## src/rtl/s444_mon_pkg.sv

```systemverilog
// Shared definitions for the two-approach lamp monitor: phase codes, lamp
// encodings, error codes and the transition table.
package s444_mon_pkg;

    typedef enum logic [2:0] {
        PH_UNLOCKED = 3'd0,
        PH_AG       = 3'd1,
        PH_AY       = 3'd2,
        PH_RED_A    = 3'd3,
        PH_BG       = 3'd4,
        PH_BY       = 3'd5,
        PH_RED_B    = 3'd6
    } phase_t;

    typedef enum logic [1:0] {
        ERR_NONE       = 2'd0,
        ERR_ENCODING   = 2'd1,
        ERR_TRANSITION = 2'd2,
        ERR_SHORT      = 2'd3
    } err_code_t;

    typedef enum logic [2:0] {
        ENC_ILLEGAL,
        ENC_AG,
        ENC_AY,
        ENC_ALLRED,
        ENC_BG,
        ENC_BY
    } enc_t;

    // Lamp vector order is {A_R, A_Y, A_G, B_R, B_Y, B_G}
    localparam logic [5:0] LAMP_AG     = 6'b001100;
    localparam logic [5:0] LAMP_AY     = 6'b010100;
    localparam logic [5:0] LAMP_ALLRED = 6'b100100;
    localparam logic [5:0] LAMP_BG     = 6'b100001;
    localparam logic [5:0] LAMP_BY     = 6'b100010;

    localparam logic [7:0] DWELL_MAX = 8'hFF;

    function automatic enc_t decode_lamp(input logic [5:0] lamp);
        enc_t enc;
        case (lamp)
            LAMP_AG:     enc = ENC_AG;
            LAMP_AY:     enc = ENC_AY;
            LAMP_ALLRED: enc = ENC_ALLRED;
            LAMP_BG:     enc = ENC_BG;
            LAMP_BY:     enc = ENC_BY;
            default:     enc = ENC_ILLEGAL;
        endcase
        return enc;
    endfunction

    function automatic enc_t phase_enc(input phase_t phase);
        enc_t enc;
        case (phase)
            PH_AG:              enc = ENC_AG;
            PH_AY:              enc = ENC_AY;
            PH_RED_A, PH_RED_B: enc = ENC_ALLRED;
            PH_BG:              enc = ENC_BG;
            PH_BY:              enc = ENC_BY;
            default:            enc = ENC_ILLEGAL;
        endcase
        return enc;
    endfunction

    // All-red resolves to RED_A or RED_B depending on which yellow preceded it;
    // PH_UNLOCKED is returned for any transition outside the legal ring.
    function automatic phase_t successor(input phase_t phase, input enc_t enc);
        phase_t next;
        next = PH_UNLOCKED;
        case (phase)
            PH_AG:    if (enc == ENC_AY)     next = PH_AY;
            PH_AY:    if (enc == ENC_ALLRED) next = PH_RED_A;
            PH_RED_A: if (enc == ENC_BG)     next = PH_BG;
            PH_BG:    if (enc == ENC_BY)     next = PH_BY;
            PH_BY:    if (enc == ENC_ALLRED) next = PH_RED_B;
            PH_RED_B: if (enc == ENC_AG)     next = PH_AG;
            default:  next = PH_UNLOCKED;
        endcase
        return next;
    endfunction

endpackage

```

## src/rtl/s444_dwell_ctr.sv

```systemverilog
// 8-bit dwell counter: clear to 0, load 1 on phase entry, saturating increment.
module s444_dwell_ctr
    import s444_mon_pkg::*;
(
    input  logic       clk,
    input  logic       rst,
    input  logic       en,
    input  logic       clear,
    input  logic       load,
    input  logic       inc,
    output logic [7:0] count
);

    always_ff @(posedge clk) begin
        if (rst) begin
            count <= 8'd0;
        end else if (en) begin
            if (clear) begin
                count <= 8'd0;
            end else if (load) begin
                count <= 8'd1;
            end else if (inc && (count != DWELL_MAX)) begin
                count <= count + 8'd1;
            end
        end
    end

endmodule

```

## src/rtl/s444_lamp_monitor.sv

```systemverilog
// Tracks the two-approach signal phase from the sampled lamp vector and flags
// illegal encodings, illegal transitions and short dwells.
module s444_lamp_monitor
    import s444_mon_pkg::*;
#(
    parameter int MIN_GREEN  = 4,
    parameter int MIN_YELLOW = 2,
    parameter int MIN_ALLRED = 1
) (
    input  logic       CK,
    input  logic       RST,
    input  logic       EN,
    input  logic [5:0] LAMP,
    input  logic       ERR_CLR,
    output logic [2:0] PHASE,
    output logic [7:0] DWELL,
    output logic       LOCKED,
    output logic       ERR,
    output logic [1:0] ERR_CODE,
    output logic [7:0] CYCLES
);

    localparam logic [7:0] MIN_G8 = 8'(MIN_GREEN);
    localparam logic [7:0] MIN_Y8 = 8'(MIN_YELLOW);
    localparam logic [7:0] MIN_A8 = 8'(MIN_ALLRED);

    phase_t    phase;
    err_code_t err_code;
    logic      err;
    logic      locked;
    logic      first_phase;
    logic [7:0] cycles;
    logic [7:0] dwell;

    enc_t      enc;
    phase_t    succ;
    phase_t    next_phase;
    err_code_t vcode;
    logic      violation;
    logic      lock;
    logic      advance;
    logic      hold;
    logic [7:0] min_dwell;

    always_comb begin
        case (phase)
            PH_AG, PH_BG: min_dwell = MIN_G8;
            PH_AY, PH_BY: min_dwell = MIN_Y8;
            default:      min_dwell = MIN_A8;
        endcase
    end

    // Checks are ordered so the highest-priority violation wins in a cycle.
    always_comb begin
        enc        = decode_lamp(LAMP);
        succ       = successor(phase, enc);
        next_phase = phase;
        vcode      = ERR_NONE;
        violation  = 1'b0;
        lock       = 1'b0;
        advance    = 1'b0;
        hold       = 1'b0;
        if (enc == ENC_ILLEGAL) begin
            violation = 1'b1;
            vcode     = ERR_ENCODING;
        end else if (phase == PH_UNLOCKED) begin
            if (enc == ENC_AG) begin
                lock       = 1'b1;
                next_phase = PH_AG;
            end else if (enc == ENC_BG) begin
                lock       = 1'b1;
                next_phase = PH_BG;
            end
        end else if (enc == phase_enc(phase)) begin
            hold = 1'b1;
        end else if (succ == PH_UNLOCKED) begin
            violation = 1'b1;
            vcode     = ERR_TRANSITION;
        end else if (!first_phase && (dwell < min_dwell)) begin
            violation = 1'b1;
            vcode     = ERR_SHORT;
        end else begin
            advance    = 1'b1;
            next_phase = succ;
        end
    end

    s444_dwell_ctr u_dwell (
        .clk   (CK),
        .rst   (RST),
        .en    (EN),
        .clear (violation),
        .load  (lock | advance),
        .inc   (hold),
        .count (dwell)
    );

    // first_phase marks a phase whose start was not observed, so its
    // dwell cannot be judged on exit.
    always_ff @(posedge CK) begin
        if (RST) begin
            phase       <= PH_UNLOCKED;
            locked      <= 1'b0;
            err         <= 1'b0;
            err_code    <= ERR_NONE;
            cycles      <= 8'd0;
            first_phase <= 1'b0;
        end else if (EN) begin
            if (violation) begin
                phase       <= PH_UNLOCKED;
                locked      <= 1'b0;
                first_phase <= 1'b0;
                err         <= 1'b1;
                if (!err || ERR_CLR) begin
                    err_code <= vcode;
                end
            end else begin
                if (ERR_CLR) begin
                    err      <= 1'b0;
                    err_code <= ERR_NONE;
                end
                if (lock) begin
                    phase       <= next_phase;
                    locked      <= 1'b1;
                    first_phase <= 1'b1;
                end else if (advance) begin
                    phase       <= next_phase;
                    first_phase <= 1'b0;
                    if (phase == PH_RED_B) begin
                        cycles <= cycles + 8'd1;
                    end
                end
            end
        end
    end

    assign PHASE    = phase;
    assign DWELL    = dwell;
    assign LOCKED   = locked;
    assign ERR      = err;
    assign ERR_CODE = err_code;
    assign CYCLES   = cycles;

endmodule
```

## config.mk

```make
export PLATFORM = sky130hd
export DESIGN_NAME = s444_lamp_monitor
export DESIGN_NICKNAME = d
export VERILOG_FILES = /design/src/rtl/s444_mon_pkg.sv /design/src/rtl/s444_dwell_ctr.sv /design/src/rtl/s444_lamp_monitor.sv
export SDC_FILE = /design/constraint.sdc
export NUM_CORES = 1
export LEC_CHECK = 0
export ABC_AREA = 1
export BUFFER_PORTS_ARGS = -buffer_cell sky130_fd_sc_hd__buf_4
export CELL_PAD_IN_SITES_DETAIL_PLACEMENT = 1
export CELL_PAD_IN_SITES_GLOBAL_PLACEMENT = 2
export CORE_MARGIN = 2
export CORE_UTILIZATION = 23
export CTS_BUF_LIST = sky130_fd_sc_hd__clkbuf_4
export DETAILED_ROUTE_END_ITERATION = 12
export GPL_ROUTABILITY_DRIVEN = 1
export GPL_TIMING_DRIVEN = 0
export PLACE_DENSITY_LB_ADDON = 0.1
export SYNTH_ARGS = -nofsm -noshare
export SYNTH_HDL_FRONTEND = slang
export SYNTH_SLANG_ARGS = --single-unit
```

## constraint.sdc

```tcl
create_clock -name CK -period 2.4 [get_ports CK]
set_input_delay 0.72 -clock CK [delete_from_list [all_inputs] [get_ports CK]]
set_output_delay 0.72 -clock CK [all_outputs]
set_load 0.02 [all_outputs]
```

Word-level counts from Yosys, hierarchy flattened
Index checks and enable logic that the tools add are counted.
{"block": "word_totals", "ff_bits": 24, "ramBits": 0, "romBits": 0, "wordCells": 110, "mem_count": 0, "out_inout_bits": 23, "latch_bits": 0}
{"block": "op_classes", "n_bitwise": 3, "n_eq_ne": 19, "add_sub_neg": 2, "order_cmp": 1, "div_mod_pow": 0, "n_shift": 0, "mux": 57, "multipliers": 0, "reduce_logical": 21}
{"cell": "$mux W3", "n": 15}
{"cell": "$pmux W3 S5", "n": 2}
{"cell": "$mux W1", "n": 25}
{"cell": "$mux W8", "n": 3}
{"cell": "$mux W2", "n": 10}
{"cell": "$eq A6 B6 Y1 const B", "n": 3}
{"cell": "$pmux W3 S6", "n": 1}
{"cell": "$add A8 B1 Y8 const B", "n": 2}
{"cell": "$eq A3 B3 Y1 const B", "n": 5}
{"cell": "$eq A3 B2 Y1 const B", "n": 4}
{"cell": "$logic_not A3 Y1", "n": 3}
{"cell": "$lt A8 B8 Y1", "n": 1}
{"cell": "$ne A8 B8 Y1 const B", "n": 1}
{"cell": "$reduce_and A2 Y1", "n": 4}
{"cell": "$eq A3 B1 Y1 const B", "n": 2}
{"cell": "$eq A6 B4 Y1 const B", "n": 1}
{"cell": "$eq A6 B5 Y1 const B", "n": 1}
{"cell": "$pmux W3 S2", "n": 1}
{"cell": "$reduce_bool A3 Y1", "n": 2}
{"cell": "$reduce_or A2 Y1", "n": 3}
{"cell": "$reduce_and A5 Y1", "n": 1}
{"cell": "$reduce_bool A2 Y1", "n": 2}
{"cell": "$eq A3 B3 Y1", "n": 1}
{"cell": "$reduce_and A3 Y1", "n": 1}
{"cell": "other kinds (6)", "n": 9}

Logic depth before layout (Yosys ltp)
Gate-level depths: netlist of the first run.
{"block": "depth", "depth_word": 13, "mapped_depth": 18}

By module
From an unflattened synthesis of the first run, not the netlist that was laid out.
{"block": "hier_totals", "hier_cells": 314, "area_unflattened_um2": 1971.9}
{"module": "s444_lamp_monitor", "seq_area_each_um2": 320.3, "cells_each": 222, "instances": 1, "area_each_um2": 1398.8}
{"module": "s444_dwell_ctr", "seq_area_each_um2": 160.2, "cells_each": 92, "instances": 1, "area_each_um2": 573.0}

Worst setup path after synthesis of the first run
Ideal clock, no wire load.
{"block": "synth_timing", "path_type": "flip-flop to flip-flop", "from": "register phase[0] (netlist: PHASE[0])", "to": "register cycles[6] (netlist: CYCLES[6])", "path_slack_ns": 0.319, "setup_time_ns": 0.116, "stages_incl_launch_ff": 18, "synth_period_minus_slack_ns": 2.081, "arrival_ns": 1.965, "n_path_buf": 1, "cell_sequence": "dfxtp_1 -> buf_6 -> nand3_1 -> nand2_1 -> inv_1 -> ha_1 -> inv_1 -> o21bai_1 -> nand2_1 -> nand2_1 -> nand2_1 -> nand2_2 -> inv_2 -> nand2_2 -> inv_2 -> nand3_1 -> nor2_1 -> nor3b_2"}
{"block": "synth_via", "elab_chain_cells": 12}
{"element": "from (decl)", "line": "s444_lamp_monitor.sv:27", "text": "phase_t phase;"}
{"element": "from (signal assigned)", "line": "s444_lamp_monitor.sv:123", "text": "phase <= next_phase;"}
{"element": "from (signal assigned)", "line": "s444_lamp_monitor.sv:127", "text": "phase <= next_phase;"}
{"element": "$eq A3 B3 Y1 (tied with other cells)", "line": "s444_mon_pkg.sv:55, s444_mon_pkg.sv:71, s444_lamp_monitor.sv:46"}
{"element": "$reduce_or A2 Y1", "line": "s444_lamp_monitor.sv:46", "text": "case (phase)"}
{"element": "$pmux W3 S2", "line": "s444_lamp_monitor.sv:46"}
{"element": "$lt A8 B8 Y1", "line": "s444_lamp_monitor.sv:79", "text": "end else if (!first_phase && (dwell < min_dwell)) begin"}
{"element": "$logic_and A1 B1 Y1", "line": "s444_lamp_monitor.sv:79"}
{"element": "$mux W1", "line": "s444_lamp_monitor.sv:79"}
{"element": "$mux W1", "line": "s444_lamp_monitor.sv:76", "text": "end else if (succ == PH_UNLOCKED) begin"}
{"element": "$mux W1", "line": "s444_lamp_monitor.sv:74", "text": "end else if (enc == phase_enc(phase)) begin"}
{"element": "$mux W1", "line": "s444_lamp_monitor.sv:66", "text": "end else if (phase == PH_UNLOCKED) begin"}
{"element": "$mux W1", "line": "s444_lamp_monitor.sv:63", "text": "if (enc == ENC_ILLEGAL) begin"}
{"element": "$not A1 Y1 (no line)"}
{"element": "$reduce_and A5 Y1 (no line) (*)"}
{"element": "to (signal assigned)", "line": "s444_lamp_monitor.sv:130", "text": "cycles <= cycles + 8'd1;"}
{"element": "to (decl)", "line": "s444_lamp_monitor.sv:32", "text": "logic [7:0] cycles;"}
Every way passes the cells marked *; elsewhere a longest branch is shown, timed or not. The select of a mux whose other input is x is not followed.
A chain may end at the register's enable or synchronous reset.

Worst setup path after layout of the first run
{"block": "layout_timing", "from": "register phase[0] (netlist: PHASE[0])", "to": "register err_code[0] (netlist: ERR_CODE[0])"}
{"block": "layout_via", "elab_chain_cells": 12}
{"element": "$eq A3 B3 Y1 (tied with other cells)", "line": "s444_mon_pkg.sv:55, s444_mon_pkg.sv:71, s444_lamp_monitor.sv:46"}
{"element": "$reduce_or A2 Y1", "line": "s444_lamp_monitor.sv:46"}
{"element": "$pmux W3 S2", "line": "s444_lamp_monitor.sv:46"}
{"element": "$lt A8 B8 Y1", "line": "s444_lamp_monitor.sv:79"}
{"element": "$logic_and A1 B1 Y1", "line": "s444_lamp_monitor.sv:79"}
{"element": "$mux W1 / $mux W2 (equally long branches)", "line": "s444_lamp_monitor.sv:79"}
{"element": "$mux W1 / $mux W2 (equally long branches)", "line": "s444_lamp_monitor.sv:76"}
{"element": "$mux W1 / $mux W2 (equally long branches)", "line": "s444_lamp_monitor.sv:74"}
{"element": "$mux W1 / $mux W2 (equally long branches)", "line": "s444_lamp_monitor.sv:66"}
{"element": "$mux W1 / $mux W2 (equally long branches)", "line": "s444_lamp_monitor.sv:63"}
{"element": "$ne A2 B2 Y1 (no line) (tied with other cells)"}
{"element": "$reduce_and A3 Y1 (no line) / $mux W2 (equally long branches)"}
{"element": "to (signal assigned)", "line": "s444_lamp_monitor.sv:115", "text": "err_code <= vcode;"}
{"element": "to (decl)", "line": "s444_lamp_monitor.sv:28", "text": "err_code_t err_code;"}
Parallel ways exist; a longest one is shown, timed or not. The select of a mux whose other input is x is not followed.

==> results of run 1 <==
==> metal layers <==
layer  vias to the layer above  global-route usage
met5                         -                   0
met4                         0              0.0154
met3                         2              0.0327
met2                        24               0.218
met1                       809               0.177
li1                        933                   -
==> power breakdown <==
group | total [mW] | internal, mW | switching [mW]
Clock | 0.198 | 0.0610 | 0.137
Combinational | 0.179 | 0.0658 | 0.114
Sequential | 0.422 | 0.409 | 0.0130
==> placed cells by master (no fill, tap or decap), types with 3 or more instances in the layout <==
| cell type | count |
|---|---|
| sky130_fd_sc_hd__nand3_2 | 3 |
| sky130_fd_sc_hd__nand3_1 | 25 |
| sky130_fd_sc_hd__nor2_1 | 32 |
| sky130_fd_sc_hd__nor3_1 | 3 |
| sky130_fd_sc_hd__nand2_1 | 62 |
| sky130_fd_sc_hd__inv_1 | 31 |
| sky130_fd_sc_hd__clkbuf_4 | 3 |
| sky130_fd_sc_hd__o21ai_1 | 7 |
| sky130_fd_sc_hd__xor2_1 | 5 |
| sky130_fd_sc_hd__a21oi_1 | 20 |
| sky130_fd_sc_hd__nand3b_1 | 4 |
| sky130_fd_sc_hd__nand2_2 | 3 |
| sky130_fd_sc_hd__inv_2 | 7 |
| sky130_fd_sc_hd__buf_4 | 31 |
| sky130_fd_sc_hd__dfxtp_1 | 21 |
| sky130_fd_sc_hd__ha_1 | 4 |
| sky130_fd_sc_hd__o21ai_0 | 4 |
| sky130_fd_sc_hd__nand4_1 | 7 |
==> metrics by stage <==
| step | TNS, ns | instances | worst slack (ns) | total power [mW] | area [um^2] |
|---|---|---|---|---|---|
| floorplan | 0 | 267 | 0.319 | 0.546 | 1690 |
| global placement | -2.68 | 397 | -0.250 | 0.609 | 2050 |
| detailed placement | -2.58 | 397 | -0.241 | 0.610 | 2050 |
| CTS | 0 | 401 | 0.0615 | 0.813 | 2080 |
| global route | -0.000940 | 401 | -0.000940 | 0.858 | 2130 |
| finish | 0 | 401 | 0.224 | 0.799 | 2130 |
==> worst max-delay path, delay by kind of cell, from the launching register on <==
family	cells	cell delay [ns]
AO/OA/AOI/OAI	1	0.15
AND/OR/NAND/NOR	9	1.13
flip-flops	1	0.36
adder cells (fa/ha/maj)	1	0.19
buffers and inverters	3	0.27
==> repair_timing <==
action / in CTS / in global routing
setup endpoints to repair: 1 / 14
gates resized for setup: 1 / 12
pin swaps: 0 / 1
hold endpoints to repair: 0 / 0
==> final timing paths <==
path	start	end	slack, ns	cells after the start
worst max-delay path	PHASE[0]$_SDFFE_PP0P_	ERR_CODE[0]$_SDFFE_PP0P_	0.22	14
worst min-delay path	LOCKED$_SDFFE_PP0P_	LOCKED$_SDFFE_PP0P_	0.48	2
worst max register to register	PHASE[0]$_SDFFE_PP0P_	ERR_CODE[0]$_SDFFE_PP0P_	0.22	14
worst min register to register	LOCKED$_SDFFE_PP0P_	LOCKED$_SDFFE_PP0P_	0.48	2
==> sequential cells by signal, summed over array words and instances (netlist names) <==
signal and flops:
ERR_CODE 2, PHASE 3, CYCLES 8, first_phase 1, LOCKED 1, ERR 1
u_dwell.count 8
==> final cells by class <==
| cell class | instances | area share |
|---|---|---|
| repair buffers | 31 | 0.109 |
| clock buffers | 3 | 0.0106 |
| multi-input cells | 198 | 0.506 |
| well taps | 99 | 0.0582 |
| inverters | 41 | 0.0747 |
| clock inverters | 1 | 0.00176 |
| plain buffers | 4 | 0.0112 |
| flip-flops and latches | 24 | 0.229 |
==> cells by family (layout without fill, tap and decap cells) <==
group | Yosys count | after routing | synth area share
flops | 24 | 24 | 0.284
compound gates | 34 | 34 | 0.105
xor+xnor | 6 | 6 | 0.0310
fa+ha+maj | 4 | 4 | 0.0295
buf+inv | 45 | 80 | 0.105
simple gates | 154 | 154 | 0.446
==> run_results.csv, run 1 <==
group,metric,value,unit
synthesis,synthesis.yosys.warnings,0,
timing,finalWorstPathRequiredPeriod,2.18,ns
cells_and_area,sequential_cell_area,487,um^2
synthesis,synthDominantCellAreaShare,0.284,
timing,report.final.hold_viol_count,0,
min_path,min_path_type,"register to register",
synthesis,synth_fp_nets,281,
flow_run,drv.max_cap_violation_count,0,
synthesis,most_repeated_cell_in_the_gate_level_netlist_after_synthesis,"sky130_fd_sc_hd__nand2_1",
setup_path,cp_cell_sequence,"buf_6 -> inv_2 -> nand3_1 -> nand2_1 -> inv_1 -> ha_1 -> nor4_2 -> nand2_1 -> nand2_2 -> nand3_1 -> nand2_1 -> nand3_2 -> a21oi_1 -> nor2_1",
synthesis,ys_dominant_reg_cell,"sky130_fd_sc_hd__dfxtp_1",
timing,layout_worst_path_cycle_share,0.907,
placed_design,io_buffers,31,
routing,drc,0,
clock_network,clk_pin_slew_worst_paths,0.15,ns
floorplan,pin_count,33,
timing,maxClockFrequency,0.460,GHz
cells_and_area,multiInputGateArea,1080,um^2
power_and_ir_drop,vdd.ir_drop.worst,0.158,mV
timing,timing.final.max_slew_violations,0,
setup_path,critPathRequiredTime,2.65,ns
routing,route.met2.wl,2.28,mm
global_routing,grt-ovfl-total,0,
synthesis,postSynthCellCount,267,
routing,detail_route.wirelength,5.02,mm
global_routing,antenna_found_initial,0,
setup_path,critPathMostFrequentCell,"sky130_fd_sc_hd__nand2_1",
floorplan,dieArea,8070,um^2
cells_and_area,syn_to_final_growth,25.6,%
setup_path,worst_setup_path_end_kind,"register",
setup_path,crit_path_max_fanout,8,
synthesis,register_bit_count_reported_by_yosys,24,
setup_path,timing.critical_path.arrival,2.42,ns
synthesis,synth.top_cells.by_count,"62 x sky130_fd_sc_hd__nand2_1, 32 x sky130_fd_sc_hd__nor2_1, 31 x sky130_fd_sc_hd__inv_1, 28 x sky130_fd_sc_hd__nand3_1, 24 x sky130_fd_sc_hd__dfxtp_1",
clock_network,clock-sinks,24,
clock_network,ctsHoldBuffers,0,
timing,fin_hold_ws,0.481,ns
routing,met3RoutedLength,188,um
cells_and_area,nFillCells,938,
global_routing,grt_pass1_wl,8.80,mm
cells_and_area,n_antenna_cell,0,
synthesis,ys_seq_area_frac,0.284,
timing,worstMarginPinSlew,0.734,ns
clock_network,postCtsSetupBuffers,0,
synthesis,synthArstFlopShare,0,
floorplan,die_height,89.8,um
cells_and_area,post-route-util,0.297,
clock_network,clock_latency,0.33,ns
outcome,outcome,"complete, no violations",
timing,worst_slew_margin_rel,0.507,
setup_path,critPathSlowestCell,"sky130_fd_sc_hd__dfxtp_2",
power_and_ir_drop,power.static_leakage,1.01,nW
setup_path,criticalPathCategory,"register to register",
clock_network,ctsRootBufferMaster,"sky130_fd_sc_hd__clkbuf_4",
synthesis,syn_std_cell_area,1690,um^2
timing,final_setup_vio_count,0,
clock_network,tritoncts,"yes",
routing,detail_route.iter0.violations,57,
routing,wl_per_cell,12.5,um
cells_and_area,post_route_cells_drive_above_1_share,0.215,
synthesis,most_area_hungry_cell_type_in_the_yosys_netlist,"sky130_fd_sc_hd__dfxtp_1",
synthesis,synth_area_leaders,"sky130_fd_sc_hd__dfxtp_1 28%, sky130_fd_sc_hd__nand2_1 14%, sky130_fd_sc_hd__nand3_1 8.3%, sky130_fd_sc_hd__nor2_1 7.1%, sky130_fd_sc_hd__inv_1 6.9%",
routing,antenna_violating_nets_post_route,0,
routing,drt_first_pass_iters,4,
floorplan,die_extent_in_x,89.8,um
routing,drt-vias-per-instance,4.41,
placed_design,gpl.final_weighted_congestion,0.771,
power_and_ir_drop,p_per_area,376,nW/um^2
cells_and_area,finalNetCount,317,
timing,clock_tree_skew_after_final_layout,0.0144,ns
global_routing,grt_pass1_vias,1835,
clock_network,numCtsBuffers,3,
floorplan,initial_core_util,0.236,
placed_design,hpwlAfterDp,4.01,mm
global_routing,grt_max_degree,14,
global_routing,grt_util_all_layers,0.131,
clock_network,clockBufferDepth,2,
setup_path,cp_slowest_stage_delay,0.36,ns
routing,routed.top_layer,"met4",
clock_network,htree_levels,1,
setup_path,timing.critical_path.from_type,"register",
synthesis,synth.lib_cells_used.distinct,36,
floorplan,placementRows,31,
routing,via_count,1768,
routing,wirelength_met1,2.54,mm
synthesis,synthesis.area_per_instance,6.35,um^2
synthesis,synth_edf_count,0,
floorplan,floorplan.core_area,7180,um^2
No activity file was read; power rests on OpenSTA's default activity.
==> run 2: changes to the inputs <==
--- a/config.mk
+++ b/config.mk
@@ -10,7 +10,7 @@
 export CELL_PAD_IN_SITES_DETAIL_PLACEMENT = 1
 export CELL_PAD_IN_SITES_GLOBAL_PLACEMENT = 2
 export CORE_MARGIN = 2
-export CORE_UTILIZATION = 23
+export CORE_UTILIZATION = 30
 export CTS_BUF_LIST = sky130_fd_sc_hd__clkbuf_4
 export DETAILED_ROUTE_END_ITERATION = 12
 export GPL_ROUTABILITY_DRIVEN = 1
==> run_results.csv, run 2 (same netlist as run 1, synthesis figures left out) <==
group,metric,value,unit
outcome,outcome,"complete, no violations",
timing,layout_worst_path_cycle_share,0.905,
clock_network,clk_pin_slew_worst_paths,0.16,ns
global_routing,grt_util_all_layers,0.160,
timing,setup_tns,0,ns
placed_design,hpwlAfterDp,3.71,mm
floorplan,floorplan.core_area,5470,um^2
routing,detail_route.wirelength,4.67,mm
cells_and_area,final_design_area_no_fill,2110,um^2
timing,finalWorstPathRequiredPeriod,2.17,ns
power_and_ir_drop,power.static_leakage,0.988,nW
routing,via_count,1801,
clock_network,clock-sinks,24,
cells_and_area,mostFrequentLayoutCell,"sky130_fd_sc_hd__nand2_1",
routing,detail_route.iter0.violations,38,
setup_path,critPathSlowestCell,"sky130_fd_sc_hd__nand3_1",
floorplan,placementRows,27,
setup_path,crit_path_max_fanout,9,
setup_path,criticalPathCategory,"input port to register",
timing,clock_tree_skew_after_final_layout,0.0129,ns
setup_path,cp_num_cells,9,
power_and_ir_drop,vdd.ir_drop.worst,0.197,mV
placed_design,gpl.final_weighted_congestion,0.793,
clock_network,tritoncts,"yes",
setup_path,path_delay_family,"simple AND/OR/NAND/NOR gates",
routing,antenna_violating_nets_post_route,0,
clock_network,ctsHoldBuffers,0,
timing,worst_slew_margin_rel,0.489,
setup_path,critPathRequiredTime,2.61,ns
floorplan,die_extent_in_x,79.1,um
timing,maxClockFrequency,0.460,GHz
routing,wl_per_cell,12.5,um
floorplan,die_height,79.1,um
global_routing,antenna_found_initial,0,
power_and_ir_drop,p_per_area,435,nW/um^2
placed_design,io_buffers,31,
cells_and_area,post_route_cells_drive_above_1_share,0.221,
routing,drt-vias-per-instance,4.80,
clock_network,clockBufferDepth,2,
placed_design,placed_cell_area,2020,um^2
timing,report.final.hold_viol_count,0,
cells_and_area,n_antenna_cell,0,
floorplan,initial_core_util,0.310,
min_path,worstHoldPathCells,2,
global_routing,grt-ovfl-total,0,
clock_network,clock_latency,0.34,ns
min_path,min_path_type,"register to register",
setup_path,cp_num_buf_inv,1,
timing,timing.final.max_slew_violations,0,
timing,grt_setup_unrepaired,"no",
setup_path,timing.critical_path.arrival,2.38,ns
clock_network,htree_levels,1,
floorplan,dieArea,6260,um^2
floorplan,pin_count,33,
setup_path,timing.critical_path.from_type,"input port",
cells_and_area,sequential_cell_area,483,um^2
setup_path,cp_slowest_stage_delay,0.38,ns
cells_and_area,layout.cells.most_common_list,"61 x sky130_fd_sc_hd__nand2_1, 32 x sky130_fd_sc_hd__nor2_1, 32 x sky130_fd_sc_hd__buf_4, 30 x sky130_fd_sc_hd__inv_1, 26 x sky130_fd_sc_hd__nand3_1",
cells_and_area,finalNetCount,318,
global_routing,grt_pass1_vias,1797,
global_routing,grt_max_degree,15,
setup_path,r2r.worst_path.cells,18,
setup_path,worst_setup_path_end_kind,"register",
cells_and_area,multiInputGateArea,1060,um^2
clock_network,ctsRootBufferMaster,"sky130_fd_sc_hd__clkbuf_4",
setup_path,cp_cell_sequence,"buf_4 -> nor2_1 -> nand3_1 -> nand3_1 -> nand4_1 -> nand3_4 -> nand2_4 -> nand3_1 -> a21oi_1",
timing,final_setup_vio_count,0,
timing,fin_ws,0.228,ns
routing,drc,0,
global_routing,grt_pass1_wl,7.99,mm
placed_design,pre_cts_ws,-0.165,ns
clock_network,numCtsBuffers,3,
cells_and_area,nFillCells,756,
cells_and_area,syn_to_final_growth,24.5,%
cells_and_area,post-route-util,0.385,
setup_path,critPathMostFrequentCell,"sky130_fd_sc_hd__nand3_1",
timing,worstMarginPinSlew,0.760,ns
routing,drt_first_pass_iters,4,
flow_run,drv.max_cap_violation_count,0,
## run 2: per-stage QoR
step / instances / power [mW] / hold WS, ns
2_1_floorplan: 267 / 0.546 / 0.441
3_3_place_gp: 370 / 0.605 / 0.453
3_5_place_dp: 370 / 0.607 / 0.458
4_1_cts: 374 / 0.927 / 0.480
5_1_grt: 375 / 0.972 / 0.494
6_report: 375 / 0.918 / 0.473
## run 2: layout make-up
class	count	area share
inverters	41	0.0741
multi-input cells	198	0.504
flip-flops and latches	24	0.229
plain buffers	4	0.0113
clock inverters	1	0.0142
clock buffers	3	0.0107
well taps	72	0.0427
repair buffers	32	0.114
## run 2: repair_timing
action,CTS,global route
endpoints found under the setup margin,0,12
endpoints found under the hold margin,0,0
setup buffers,0,1
gates resized for setup,0,9
## run 2: worst paths after layout
check                                            from                       endpoint  slack, ns
worst max-delay path                          LAMP[1]  u_dwell.count[0]$_SDFFE_PP0P_       0.23
worst max register to register  PHASE[0]$_SDFFE_PP0P_         CYCLES[6]$_SDFFE_PP0P_       0.29
worst min register to register    LOCKED$_SDFFE_PP0P_            LOCKED$_SDFFE_PP0P_       0.47
worst min-delay path              LOCKED$_SDFFE_PP0P_            LOCKED$_SDFFE_PP0P_       0.47
## run 2: worst register-to-register path, stage by stage, from the launching register on
cell and delay (ns):
sky130_fd_sc_hd__dfxtp_2 0.35, sky130_fd_sc_hd__buf_6 0.13, sky130_fd_sc_hd__inv_2 0.07, sky130_fd_sc_hd__nand3_2 0.10, sky130_fd_sc_hd__nand2_1 0.09, sky130_fd_sc_hd__inv_1 0.04, sky130_fd_sc_hd__ha_1 0.26, sky130_fd_sc_hd__inv_1 0.03
sky130_fd_sc_hd__o21bai_1 0.14, sky130_fd_sc_hd__nand2_1 0.06, sky130_fd_sc_hd__nand2_1 0.06, sky130_fd_sc_hd__nand2_1 0.07, sky130_fd_sc_hd__nand2_2 0.09, sky130_fd_sc_hd__inv_2 0.10, sky130_fd_sc_hd__nand2_2 0.09, sky130_fd_sc_hd__inv_2 0.09
sky130_fd_sc_hd__nand3_1 0.09, sky130_fd_sc_hd__nand2_1 0.07, sky130_fd_sc_hd__nor3b_2 0.14
## run 2: per-layer routing
| metal | GRT usage | up-vias | wire [um] |
|---|---|---|---|
| li1 | - | 930 | - |
| met1 | 0.200 | 847 | 2200 |
| met2 | 0.283 | 20 | 2300 |
| met3 | 0.0250 | 4 | 130 |
| met4 | 0.0466 | 0 | 46 |
| met5 | 0 | - | 0 |
## run 2: where the power goes
| group | internal (mW) | total [mW] | switching [mW] |
|---|---|---|---|
| combinational | 0.0678 | 0.182 | 0.114 |
| clock | 0.169 | 0.315 | 0.146 |
| sequential | 0.410 | 0.422 | 0.0121 |
